**config.mk**
```make
export PLATFORM = sky130hd
export DESIGN_NAME = seg7_scan_driver
export DESIGN_NICKNAME = d
export VERILOG_FILES = /design/src/rtl/seg7_scan_driver.sv
export SDC_FILE = /design/constraint.sdc
export NUM_CORES = 1
export LEC_CHECK = 0
export ABC_AREA = 0
export CELL_PAD_IN_SITES_DETAIL_PLACEMENT = 2
export CELL_PAD_IN_SITES_GLOBAL_PLACEMENT = 2
export CORE_ASPECT_RATIO = 1.75
export CORE_MARGIN = 2
export CORE_UTILIZATION = 40
export DETAILED_ROUTE_END_ITERATION = 8
export PLACE_DENSITY_LB_ADDON = 0.1
export SETUP_SLACK_MARGIN = 0.4
export SLEW_MARGIN = 15
export SYNTH_ARGS = -nofsm -noshare
export SYNTH_HDL_FRONTEND = slang
export SYNTH_SLANG_ARGS = --single-unit
export TNS_END_PERCENT = 1
```
**constraint.sdc**
```tcl
create_clock -name clock -period 3.3 [get_ports clock]
set_input_delay 0.66 -clock clock [delete_from_list [all_inputs] [get_ports clock]]
set_output_delay 0.66 -clock clock [all_outputs]
set_load 0.02 [all_outputs]
```
**src/rtl/seg7_scan_driver.sv**
```systemverilog
// rtl/seg7_scan_driver.sv - time-multiplexed 4-digit 7-segment driver with frame-locked digit capture
module seg7_scan_driver #(
  parameter int SCAN_DIV     = 50000,
  parameter int BLINK_FRAMES = 25,
  parameter int ACTIVE_LOW   = 1,
  parameter int LZ_BLANK     = 1
) (
  input  logic       clock,
  input  logic       reset,
  input  logic [3:0] du,
  input  logic [3:0] dd,
  input  logic [3:0] su,
  input  logic [3:0] sd,
  input  logic       dp_en,
  input  logic       blink,
  output logic [3:0] an,
  output logic [6:0] seg,
  output logic       dp
);

  localparam int CW = $clog2(SCAN_DIV);
  localparam int FW = (BLINK_FRAMES > 1) ? $clog2(BLINK_FRAMES) : 1;
  localparam logic [CW-1:0] SCAN_LAST  = CW'(SCAN_DIV - 1);
  localparam logic [FW-1:0] FRAME_LAST = FW'(BLINK_FRAMES - 1);
  localparam logic POL = (ACTIVE_LOW != 0);

  logic [CW-1:0] scan_cnt;
  logic [1:0]    idx;
  logic [3:0]    sh_du, sh_dd, sh_su, sh_sd;
  logic [FW-1:0] frame_cnt;
  logic          phase_on;

  logic          tick;
  logic          boundary;
  logic          phase_eff;
  logic [3:0]    digit;
  logic          blank;
  logic [3:0]    an_nxt;
  logic [6:0]    seg_nxt;
  logic          dp_nxt;

  assign tick     = (scan_cnt == SCAN_LAST);
  assign boundary = tick && (idx == 2'd3);
  // Dropping blink relights the display on the very next edge, without waiting for phase_on.
  assign phase_eff = phase_on || !blink;

  function automatic logic [6:0] decode(input logic [3:0] d);
    case (d)
      4'd0:    decode = 7'h3F;
      4'd1:    decode = 7'h06;
      4'd2:    decode = 7'h5B;
      4'd3:    decode = 7'h4F;
      4'd4:    decode = 7'h66;
      4'd5:    decode = 7'h6D;
      4'd6:    decode = 7'h7D;
      4'd7:    decode = 7'h07;
      4'd8:    decode = 7'h7F;
      4'd9:    decode = 7'h6F;
      default: decode = 7'h00;
    endcase
  endfunction

  always_ff @(posedge clock or negedge reset) begin
    if (!reset) begin
      scan_cnt <= '0;
      idx      <= 2'd0;
    end else begin
      scan_cnt <= tick ? '0 : scan_cnt + 1'b1;
      if (tick) idx <= idx + 2'd1;
    end
  end

  // Shadow digits change only when the scan wraps back to digit 0, so a frame is never torn.
  always_ff @(posedge clock or negedge reset) begin
    if (!reset) begin
      sh_du <= 4'd0;
      sh_dd <= 4'd0;
      sh_su <= 4'd0;
      sh_sd <= 4'd0;
    end else if (boundary) begin
      sh_du <= du;
      sh_dd <= dd;
      sh_su <= su;
      sh_sd <= sd;
    end
  end

  always_ff @(posedge clock or negedge reset) begin
    if (!reset) begin
      frame_cnt <= '0;
      phase_on  <= 1'b1;
    end else if (!blink) begin
      frame_cnt <= '0;
      phase_on  <= 1'b1;
    end else if (boundary) begin
      if (frame_cnt == FRAME_LAST) begin
        frame_cnt <= '0;
        phase_on  <= !phase_on;
      end else begin
        frame_cnt <= frame_cnt + 1'b1;
      end
    end
  end

  always_comb begin
    digit = sh_du;
    case (idx)
      2'd0: digit = sh_du;
      2'd1: digit = sh_dd;
      2'd2: digit = sh_su;
      2'd3: digit = sh_sd;
      default: digit = sh_du;
    endcase
  end

  always_comb begin
    blank   = (LZ_BLANK != 0) && (idx == 2'd3) && (sh_sd == 4'd0);
    seg_nxt = blank ? 7'h00 : decode(digit);
    dp_nxt  = (idx == 2'd2) && dp_en;
    an_nxt  = phase_eff ? (4'b0001 << idx) : 4'b0000;
  end

  // Polarity is applied here so every output comes straight from a flop.
  always_ff @(posedge clock or negedge reset) begin
    if (!reset) begin
      an  <= {4{POL}};
      seg <= {7{POL}};
      dp  <= POL;
    end else begin
      an  <= an_nxt ^ {4{POL}};
      seg <= seg_nxt ^ {7{POL}};
      dp  <= dp_nxt ^ POL;
    end
  end

endmodule

```
# [After elaboration in Yosys (flattened, before gate mapping)]
# Memory sizes are Yosys's and may differ from the RTL's.
# Cells that the tools add are included.
[word_totals] elab_cells=45 regBits=52 n_memories=1 romBits=112 input_bits=20
[op_classes] eq_ne=7 muxes=10 reduce_logical=9 add_sub_neg=3 bitwise_logic=3 shifts=1
[mem_list] name="(no name shown)" words=16 width=7 read_ports=1 rd_ports_with_merged_regs=0 wr=0 line="48" text="case (d)"
[ops] operator="$add 16x1->16 const B" n=1
[ops] operator="$eq 16x16->1 const B" n=1
[ops] operator="$mux 16" n=1
[ops] operator="$pmux 4 s4" n=1
[ops] operator="$mux 5" n=3
[ops] operator="$mux 7" n=1
[ops] operator="$not 7->7" n=1
[ops] operator="$add 5x1->5 const B" n=1
[ops] operator="$eq 5x5->1 const B" n=1
[ops] operator="$eq 2x2->1 const B" n=2
[ops] operator="$logic_not 4->1" n=1
[ops] operator="$mux 4" n=1
[ops] operator="$ne 2x1->1 const B" n=2
[ops] operator="$not 4->4" n=1
[ops] operator="$shl 1x2->4 const A" n=1
[ops] operator="$logic_and 1x1->1" n=3
[ops] operator="$mux 1" n=3
[ops] operator="$add 2x1->2 const B" n=1
[ops] operator="$eq 2x1->1 const B" n=1
[ops] operator="$logic_not 1->1" n=2
[ops] operator="$logic_not 2->1" n=1
[ops] operator="$reduce_and 2->1" n=1
[ops] operator="$logic_or 1x1->1" n=1
[ops] operator="$not 1->1" n=1

# [Logic depth before layout (Yosys ltp)]
# An unclocked memory read counts as a cell.
[logic_depth] ltp_word=5 depth_mapped=9

# [Worst setup path after synthesis]
# No wires, ideal clock.
[synth_timing] path_type="register -> register" from="register idx[0]" to="register seg[4]" path_stages_with_launch=10 period_less_slack_ns=2.208 setup_ns=0.073 n_path_buf=1 arrival_ns=2.135 slack_ns=1.092 cell_sequence="dfrtp_1 -> inv_1 -> ha_1 -> buf_2 -> mux2i_1 -> inv_1 -> ha_1 -> a211o_1 -> o211a_1 -> o21bai_1"
[synth_between] elab_chain_cells=5 word_cells_on_any_way=9 classes_between="3 x eq/ne; 2 x mux; 1 x bitwise; 2 x reduce/logical; 1 x memory"
[synth_rtl] element="start, declared" line="28" text="logic [1:0] idx;"
[synth_rtl] element="start signal, assigned" line="69" text="if (tick) idx <= idx + 2'd1;"
[synth_rtl] element="$eq 2x2->1 (tied with other cells)" line="107, 117"
[synth_rtl] element="$pmux 4 s4" line="107" text="case (idx)"
[synth_rtl] element="$mem_v2 16x7"
[synth_rtl] element="$mux 7 (*)" line="118" text="seg_nxt = blank ? 7'h00 : decode(digit);"
[synth_rtl] element="$not 7->7 (no line) (*)"
[synth_rtl] element="end signal, assigned" line="127" text="seg <= {7{POL}};"
[synth_rtl] element="end signal, assigned" line="131" text="seg <= seg_nxt ^ {7{POL}};"
[synth_rtl] element="end, declared" line="17" text="output logic [6:0] seg,"
# Mark *: on every way between the ends. The rest lies on a longest branch, timed or not.
# A chain may end at the register's enable or synchronous reset.

# [Worst setup path after layout]
[layout_timing] from="register idx[1]" to="register seg[4]"
# Same word-level chain as after synthesis.

==> results_dict.tcl <==
set metrics [dict create \
    clockBufferDepth 2 \
    dpl_cell_area_um2 3020 \
    synth_cell_type_count 48 \
    fmax_mhz 442 \
    critPathRequiredTime_ps 3530 \
    track_usage_pct 20.5 \
    drt_wl_total_um 6600 \
    path_class "reg -> reg" \
    pre_cts_ws_ps 1030 \
    hpwl_um 5050 \
    dp_cells 336 \
    worst_slew_pin_slew_ps 548 \
    cp-start-kind "flop" \
    final_area_um2 3180 \
    synth.area.top_cells "dfrtp_1 37%, dfstp_2 13%, ha_1 6.2%" \
    cp_max_fo 13 \
    async_reset_ff_share_pct 100 \
    die-area_um2 7210 \
    syn_to_final_growth_pct 22.0 \
    slew-limit-headroom_pct 63.4 \
    syn_inst 224 \
    drv_slew 0 \
    yosysMostFrequentCell "dfrtp_1" \
    finalClockSkew_ps 4.16 \
    clkTransAtPathRegs_ps 70 \
    fin_cells 344 \
    clkSinkCount 52 \
    overflow 0 \
    netlist.area_leader.share_pct 37.4 \
    yosys-top-cells-count "39 x dfrtp_1, 16 x nand2_1, 15 x inv_1, 13 x dfstp_2, 13 x ha_1" \
    r2r-start "idx[1]" \
    root_buffer "clkbuf_16" \
    vias 1855 \
    drtPass1Iterations 4 \
    synth_edf_count 0 \
    timing.final.ws_setup_ps 1040 \
    met1_length_um 2370 \
    peakVddDrop_mv 0.300 \
    synth_area_um2 2610 \
    start_util_pct 40.5 \
    fin_setup_tns_ps 0 \
    vias_per_cell 5.39 \
    hold_viol_final 0 \
    grt_max_degree 36 \
    r2r_end "seg[4]" \
    cts_buffers 5 \
    setup_viol 0 \
    rows 39 \
    wl_per_cell_um 19.2 \
    ys_ff_latch 52 \
    grt_pass1_wl_um 11200 \
    die_h_um 111 \
    drc 0 \
    dr_wl_met3_um 202 \
    seq_area_frac_synth_pct 50.5 \
    syn_avg_cell_area_um2 11.7 \
    min-delay-path-class "in -> async" \
    power_density_nw_per_um2 399 \
    cts_tree "yes" \
    gp_congestion 0.781 \
    io_buffers 31 \
    cts_hold_buf 0 \
    rsz0062_at_grt "false" \
    drive_gt1_share_pct 18.7 \
    r2r_cells 9 \
    postCtsSetupBuffers 0 \
    post-route-period-util_pct 68.5 \
    htreeDepth 2 \
    yosysWarningCount 0 \
    status "completed" \
    cts_resized 0 \
    ant_nets 0 \
    synth_area_leader_cell "dfrtp_1" \
    r2r_slack_ps 1040 \
    diodes 0 \
    routed.top_layer "met4" \
    end_kind "flop" \
    insertion_delay_ps 300 \
    first_global_vias 2143 \
    antenna_found_initial 0 \
    leakage_uw 0.00142 \
    period_minus_slack_ps 2260 \
    synth_ff_type "dfrtp_1" \
    cap_violations 0 \
    boundaryPins 32 \
    drtIter0Drc 79 \
    fin_nets 294 \
    core_area_um2 6440 \
    die-width_um 65.1 \
    synth_nets 257 \
    holdWs_ps 291 \
    arrival_ps 2490 \
    wl_met2_um 3900 \
]
==> worst max-delay path by stage <==
stage	start	end	slack, ps
2_1_floorplan	idx[0]	seg[4]	1090
3_3_place_gp	idx[0]	seg[5]	1150
3_5_place_dp	idx[0]	seg[6]	1030
4_1_cts	idx[0]	seg[5]	970
5_1_grt	idx[0]	seg[6]	810
6_report	idx[1]	seg[4]	1040
==> metal layers <==
layer  global-route usage, %  up-vias
met5                       0        -
met4                    7.08        0
met3                    3.96        8
met2                    39.2       24
met1                    21.4      952
li1                        -      871
==> cells in the final DEF (no fill, tap or decap), types with 2 or more instances in the layout <==
master	netlist	routed
xor2_1	6	6
nand3_1	9	9
nor2_2	2	2
o21ai_0	7	7
inv_1	15	15
mux2_1	6	6
nor3b_1	2	2
a222oi_1	3	3
a21oi_1	10	10
xnor2_1	8	8
dfrtp_1	39	39
ha_1	13	13
nor2b_1	2	2
clkbuf_16	0	5
nor4_1	5	5
dfstp_2	13	13
buf_4	1	5
mux2_2	10	10
nand2_1	16	16
nand4_1	6	6
nor3_1	4	4
o21bai_1	3	3
clkdlybuf4s50_1	0	30
nor2_1	10	10
mux2i_1	6	6
==> kinds of logic (layout without fill, tap and decap cells) <==
kind of cell,Yosys count,after routing,share of synthesized area (%)
xor gates and xnor gates,14,14,4.70
and+or+nand+nor,71,71,17.5
buffers and inverters,21,59,3.64
AOI/OAI and AO/OA,31,31,8.25
muxes,22,22,9.20
adders and majority gates,13,13,6.23
DFF,52,52,50.5
==> stage by stage <==
stage	util, %	power, uW
after floorplan	-	651
after global placement	46.8	690
after detailed placement	46.8	690
after CTS	49.4	1290
after global routing	49.4	1310
final	49.4	1270
==> worst max-delay path, cell delays in order (launching register included) <==
cell and delay [ps]:
dfrtp_1 380, ha_1 460, a222oi_1 190, mux2i_1 160, buf_4 180, inv_1 90
ha_1 220, a211o_1 270, o211a_1 110, o21bai_1 140
==> cell type report <==
type	instances	area, um2
timing repair buffer	36	343
inverter	15	56.3
tap	82	103
fill	678	3260
clock inverter	3	42.5
clock buffer	5	125
sequential	52	1320
multi-input combinational	151	1200
==> power breakdown <==
part,internal [uW],switching (uW)
logic,20.5,18.5
clock network,357,238
registers,638,0.000000000000163
total,1010,257
==> state kept, by name (all words and copies together), names as in the netlist <==
signal     flops
scan_cnt      16
seg            7
frame_cnt      5
an             4
sh_dd          4
sh_du          4
sh_sd          4
sh_su          4
idx            2
dp             1
phase_on       1
Note: power is estimated with default switching activity, not from simulation.
